===== src/rtl/viterbi_pkg.sv =====
// viterbi_pkg: shared Viterbi decoder parameters, traceback FSM states and trellis helper functions
package viterbi_pkg;
  localparam int K = 5;
  localparam int M = K - 1;
  localparam int S = 1 << M;
  localparam int D = 10;
  localparam int TB_LEN = D - 1;
  localparam int SW = $clog2(S);
  localparam int TW = $clog2(D);
  localparam int CW = $clog2(TB_LEN + 1);
  localparam int FW = $clog2(TB_LEN + 2);
  typedef enum logic [1:0] {IDLE, WALK, EMIT} tb_state_e;
  function automatic logic [M-1:0] pred_state(input logic [M-1:0] s, input logic b);
    return {s[M-2:0], b};
  endfunction
  function automatic logic [TW-1:0] dec_mod_d(input logic [TW-1:0] t);
    return (t == TW'(0)) ? TW'(D - 1) : t - TW'(1);
  endfunction
endpackage


===== src/rtl/traceback_unit.sv =====
// traceback_unit: walks TB_LEN survivor rows back from best_state per trellis step and emits one decoded bit
module traceback_unit
  import viterbi_pkg::*;
(
  input  logic          clk,
  input  logic          rst,
  input  logic          start,
  input  logic [TW-1:0] wr_ptr,
  input  logic [M-1:0]  best_state,
  output logic [SW-1:0] rd_state,
  output logic [TW-1:0] rd_time,
  input  logic          surv_bit,
  output logic          out_bit,
  output logic          out_valid,
  output logic          busy,
  output logic          overrun
);
  tb_state_e     r_state, w_state;
  logic [SW-1:0] r_rd_state, w_rd_state;
  logic [TW-1:0] r_rd_time, w_rd_time;
  logic [CW-1:0] r_step, w_step;
  logic [FW-1:0] r_fill, w_fill;
  logic          r_out_bit, w_out_bit, r_out_valid, w_out_valid, r_overrun, w_overrun;
  always_comb begin
    w_state = r_state;
    w_rd_state = r_rd_state;
    w_rd_time = r_rd_time;
    w_step = r_step;
    w_fill = r_fill;
    w_out_bit = r_out_bit;
    w_out_valid = 1'b0;
    w_overrun = r_overrun | (start && r_state != IDLE);
    if (r_state == IDLE && start) begin
      w_rd_time = dec_mod_d(wr_ptr);
      w_rd_state = best_state;
      w_step = '0;
      w_fill = (r_fill == FW'(TB_LEN + 1)) ? r_fill : r_fill + FW'(1);
      w_state = WALK;
    end
    if (r_state == WALK) begin
      w_rd_state = pred_state(r_rd_state, surv_bit);
      w_rd_time = dec_mod_d(r_rd_time);
      w_step = r_step + CW'(1);
      w_state = (r_step == CW'(TB_LEN - 1)) ? EMIT : WALK;
    end
    if (r_state == EMIT) begin
      w_out_bit = r_rd_state[SW-1];
      // warm-up: suppress output until the memory holds a full traceback window
      w_out_valid = (r_fill == FW'(TB_LEN + 1));
      w_state = IDLE;
    end
  end
  always_ff @(posedge clk) begin
    if (rst) begin
      r_state <= IDLE;
      r_rd_state <= '0;
      r_rd_time <= '0;
      r_step <= '0;
      r_fill <= '0;
      r_out_bit <= 1'b0;
      r_out_valid <= 1'b0;
      r_overrun <= 1'b0;
    end else begin
      r_state <= w_state;
      r_rd_state <= w_rd_state;
      r_rd_time <= w_rd_time;
      r_step <= w_step;
      r_fill <= w_fill;
      r_out_bit <= w_out_bit;
      r_out_valid <= w_out_valid;
      r_overrun <= w_overrun;
    end
  end
  assign rd_state = r_rd_state;
  assign rd_time = r_rd_time;
  assign out_bit = r_out_bit;
  assign out_valid = r_out_valid;
  assign busy = (r_state != IDLE);
  assign overrun = r_overrun;
endmodule


===== config.mk =====
export PLATFORM = sky130hd
export DESIGN_NAME = traceback_unit
export DESIGN_NICKNAME = d
export VERILOG_FILES = /design/src/rtl/viterbi_pkg.sv /design/src/rtl/traceback_unit.sv
export SDC_FILE = /design/constraint.sdc
export NUM_CORES = 1
export LEC_CHECK = 0
export ABC_CLOCK_PERIOD_IN_PS = 1700
export CORE_ASPECT_RATIO = 0.7
export CORE_MARGIN = 2
export CORE_UTILIZATION = 40
export CTS_BUF_LIST = sky130_fd_sc_hd__clkbuf_16
export DETAILED_ROUTE_END_ITERATION = 10
export PLACE_DENSITY_LB_ADDON = 0.15
export SLEW_MARGIN = 20
export SYNTH_ARGS = -nofsm -noshare
export SYNTH_HDL_FRONTEND = slang
export SYNTH_SLANG_ARGS = --single-unit

===== constraint.sdc =====
create_clock -name clk -period 1.7 [get_ports clk]
set_clock_uncertainty 0.2 [all_clocks]
set_input_delay 0.255 -clock clk [delete_from_list [all_inputs] [get_ports clk]]
set_output_delay 0.255 -clock clk [all_outputs]
set_load 0.005 [all_outputs]

-- Word level (Yosys, flattened, before mapping)
Index checks and enable logic that the tools add are counted.
- flip-flop bits (word level): 21
- input port bits: 12
- output and inout bits: 12
- logic and storage cells: 40
- add/sub/neg operators: 4
- eq/ne operators: 4
- muxes and demuxes: 11
- bitwise gates (word level): 3
- reductions and logical operators: 10
- operators by type and width (operator ; number):
    $mux 4 ; 8
    $add 4x1->4 const B ; 2
    $eq 4x4->1 const B ; 2
    $logic_not 4->1 ; 2
    $sub 4x1->4 const B ; 2
    $mux 2 ; 3
    $reduce_bool 2->1 ; 2
    $reduce_or 2->1 ; 2
    $eq 2x1->1 const B ; 1
    $eq 2x2->1 const B ; 1
    $logic_and 1x1->1 ; 2
    $logic_not 2->1 ; 1
    $not 1->1 ; 2
    $reduce_and 2->1 ; 1
    $or 1x1->1 ; 1

-- Depth between registers and ports, before layout
- depth after elaboration: 4
- depth in mapped cells: 6
- gate-level depth less buffers: 6

-- Worst setup path before layout
No wires, ideal clock.
- path kind: register to register
- start: reg r_state[1]
- end: reg r_step[3]
- library setup time: 65 ps
- arrival: 1251 ps
- required time: 1435 ps
- slack: 184 ps
- cell stages (with the launch flop): 6
- clock period less this slack: 1516 ps
- cell sequence: dfxtp_1 -> and2b_2 -> buf_4 -> nand4_1 -> mux2_2 -> nor2_1
- word-level cells in the longest chain between the ends: 3
- elaborated cells on any way between the ends: 5
- classes of those cells: eq/ne (1); mux (1); reduce/logical (3)
- ends and longest elaborated chain (element ; line ; source):
    from (decl) ; traceback_unit.sv:18 ; tb_state_e r_state, w_state;
    from (signal assigned) ; traceback_unit.sv:64 ; r_state <= w_state;
    $logic_not 2->1 ; traceback_unit.sv:33 ; if (r_state == IDLE && start) begin
    $logic_and 1x1->1 ; traceback_unit.sv:33 ;
    $reduce_bool 2->1 (no source line) ; - ;
    to (signal assigned) ; traceback_unit.sv:67 ; r_step <= w_step;
    to (decl) ; traceback_unit.sv:21 ; logic [CW-1:0] r_step, w_step;
Parallel ways exist; a longest one is shown, timed or not.
A chain may end at the register's enable or synchronous reset.

-- Worst setup path in the final report
- start: reg r_rd_time[3] (netlist: rd_time[3])
- end: out rd_time[3]
- RTL lines (element ; line ; source):
    from (decl) ; traceback_unit.sv:20 ; logic [TW-1:0] r_rd_time, w_rd_time;
    from (signal assigned) ; traceback_unit.sv:66 ; r_rd_time <= w_rd_time;
    to (decl) ; traceback_unit.sv:11 ; output logic [TW-1:0] rd_time,
No word-level cell between the ends.

==> flow_metrics.env <==
export IMPL_clock_sinks=21
export IMPL_wl_um=2330
export IMPL_die_area_mm2=0.00292
export IMPL_post_route_drc_count=0
export IMPL_numCtsBuffers=3
export IMPL_worstSkewPairLatency_ps=250
export IMPL_yosys_most_used_dff="dfxtp_1"
export IMPL_path_clk_slew_ps=60
export IMPL_crit_path_start_kind="flop"
export IMPL_setup_ws_ps=52.0
export IMPL_post_drt_wl_per_cell_um=12.5
export IMPL_relSlewSlack_pct=74.5
export IMPL_slowest_stage="clkdlybuf4s50_1"
export IMPL_cts_buffer_depth=2
export IMPL_grtUsageTotal_pct=18.3
export IMPL_finalSetupViolCount=0
export IMPL_grt_max_degree=13
export IMPL_worst_slew_pin_slew_ps=379
export IMPL_final_layout_size_suffix_gt1_share_pct=16.3
export IMPL_worst_path_largest_cell_delay_ps=530
export IMPL_cap_viol_max_count=0
export IMPL_chipHeight_um=45.8
export IMPL_synth_distinct_cells=38
export IMPL_power_total_mw=1.29
export IMPL_vdd_drop_max_mv=0.525
export IMPL_ios=24
export IMPL_final_common_cell="clkdlybuf4s50_1"
export IMPL_cp_arrival_ps=1190
export IMPL_cp_required_ps=1240
export IMPL_syn_area_per_cell_um2=8.53
export IMPL_hold_class="flop to flop"
export IMPL_yosysSeqAreaShare_pct=42.1
export IMPL_cts_hold_buf=0
export IMPL_cts_setup_buffers=0
export IMPL_diodes=0
export IMPL_final_cell_mix="clkdlybuf4s50_1 (22), dfxtp_1 (19), nor2_1 (15), buf_4 (14), nand2_1 (12)"
export IMPL_core_mm2=0.00242
export IMPL_via_per_inst=5.11
export IMPL_synth_cell_area_um2=998
export IMPL_hpwl_um=1730
export IMPL_async_flop_share_pct=0
export IMPL_yosysWarnings=0
export IMPL_grt_pass1_vias=892
export IMPL_finalInstanceArea_mm2=0.00144
export IMPL_synth_top_area_share_pct=42.1
export IMPL_cts_htree_levels=1
export IMPL_synth_seq_cells=21
export IMPL_crit_path_cell_trace="clkdlybuf4s50_1"
export IMPL_synth_area_leaders="dfxtp_1 (42%), nor2_1 (5.6%), a21oi_1 (5.0%), ha_1 (5.0%), nand2_1 (4.5%)"
export IMPL_gp_congestion=0.770
export IMPL_areaGrowthSynthToFinish_pct=44.2
export IMPL_fin_tns_setup_ps=0
export IMPL_ant_nets=0
export IMPL_start_util_pct=41.2
export IMPL_synth_nets=133
export IMPL_path_class="flop to output port"
export IMPL_min_period_ps=1650
export IMPL_grt_pass1_wl_um=4020
export IMPL_critPathBufInv=1
export IMPL_vias=955
export IMPL_cts_tree="yes"
export IMPL_slew_violations=0
export IMPL_die_width_um=63.7
export IMPL_p_per_area_mw_per_mm2=893
export IMPL_placed_area_mm2=0.00136
export IMPL_cpLargestDelayFamily="buffers and inverters"
export IMPL_drtPass1Iterations=4
export IMPL_rsz0062_at_grt="true"
export IMPL_hold_viol_final=0
export IMPL_nFillCells=216
export IMPL_row_count=15
export IMPL_leakage_nw=0.564
export IMPL_cts_root_buf="clkbuf_16"
export IMPL_endpoint_kind="output port"
export IMPL_drt_initial_drc_count=39
export IMPL_nets=170
export IMPL_final_util_pct=59.5
export IMPL_cp_max_fo=5
export IMPL_netlist_instances=117
export IMPL_antenna_found_initial=0
export IMPL_yosysTopAreaCell="dfxtp_1"
export IMPL_overflow=0
export IMPL_dp_slack_ps=-190
export IMPL_status="complete, no violations"
export IMPL_synth_edf_count=0
export IMPL_finalCritPeriodShare_pct=96.9
export IMPL_max_freq_mhz=607
export IMPL_port_buffers=23
## cells in the mapped netlist (2+ instances only)
| cell type | number |
|---|---|
| dfxtp_1 | 21 |
| nor2_1 | 15 |
| nand2_1 | 12 |
| a21oi_1 | 10 |
| nand3_1 | 5 |
| nor3_1 | 5 |
| ha_1 | 4 |
| inv_1 | 4 |
| clkbuf_1 | 3 |
| a22oi_1 | 2 |
| a311oi_1 | 2 |
| a31oi_1 | 2 |
| buf_4 | 2 |
| nand4_1 | 2 |
| nor4_1 | 2 |
| o21ai_0 | 2 |
| xnor2_1 | 2 |
| xor2_1 | 2 |
## worst paths after layout
kind | startpoint | end | slack, ps | cells past startpoint
min reg2reg | overrun$_SDFF_PP0_ | overrun$_SDFF_PP0_ | 260 | 2
min | overrun$_SDFF_PP0_ | overrun$_SDFF_PP0_ | 260 | 2
max reg2reg | r_state[0]$_SDFFE_PP0P_ | rd_time[2]$_SDFFE_PP0P_ | 130 | 6
max | rd_time[3]$_SDFFE_PP0P_ | rd_time[3] | 50 | 1
## stage by stage
step	hold WS (ps)	cells
final	262	187
after global placement	256	183
after detailed placement	255	183
after floorplan	194	117
after global routing	300	187
after CTS	270	187
## sequential cells by signal (all words and copies together) (netlist names)
signal     count
out_bit        1
out_valid      1
overrun        1
r_fill         4
r_state        2
r_step         4
rd_state       4
rd_time        4
## logic make-up (layout without fill, tap and decap cells)
logic type	count (synthesis)	after routing	synth area share, %
and+or+nand+nor	51	51	25.9
AOI/OAI and AO/OA	25	25	16.0
DFF	21	21	42.1
buffers and inverters	10	46	5.26
adders and majority gates	4	4	5.01
xor gates and xnor gates	4	4	3.51
muxes	2	2	2.13
## what timing repair did
action,in CTS,in global routing
endpoints found under the setup margin,2,2
resized for setup,3,0
cloned,0,0
endpoints found under the hold margin,0,0
## layout make-up
cell class	instances	area (um2)	area share [%]
flip-flops and latches	21	423	29.4
clock inverters	1	5.00	0.348
repair buffers	38	354	24.6
clock buffers	3	75.1	5.21
inverters	4	15.0	1.04
well taps	34	42.5	2.95
multi-input cells	86	526	36.5
## metal layers
metal,vias up,part of all wire [%],track usage [%]
met4,0,0,3.91
li1,488,-,-
met5,-,0,0
met1,442,51,25.3
met3,0,5.3,5.69
met2,25,44,28.4
## power breakdown
group	switching (mW)	total [mW]	internal (mW)
combinational	0.0993	0.238	0.138
clock	0.177	0.492	0.316
sequential	0.0325	0.557	0.524
total	0.309	1.29	0.978
Power figures use the tool's default switching activity.
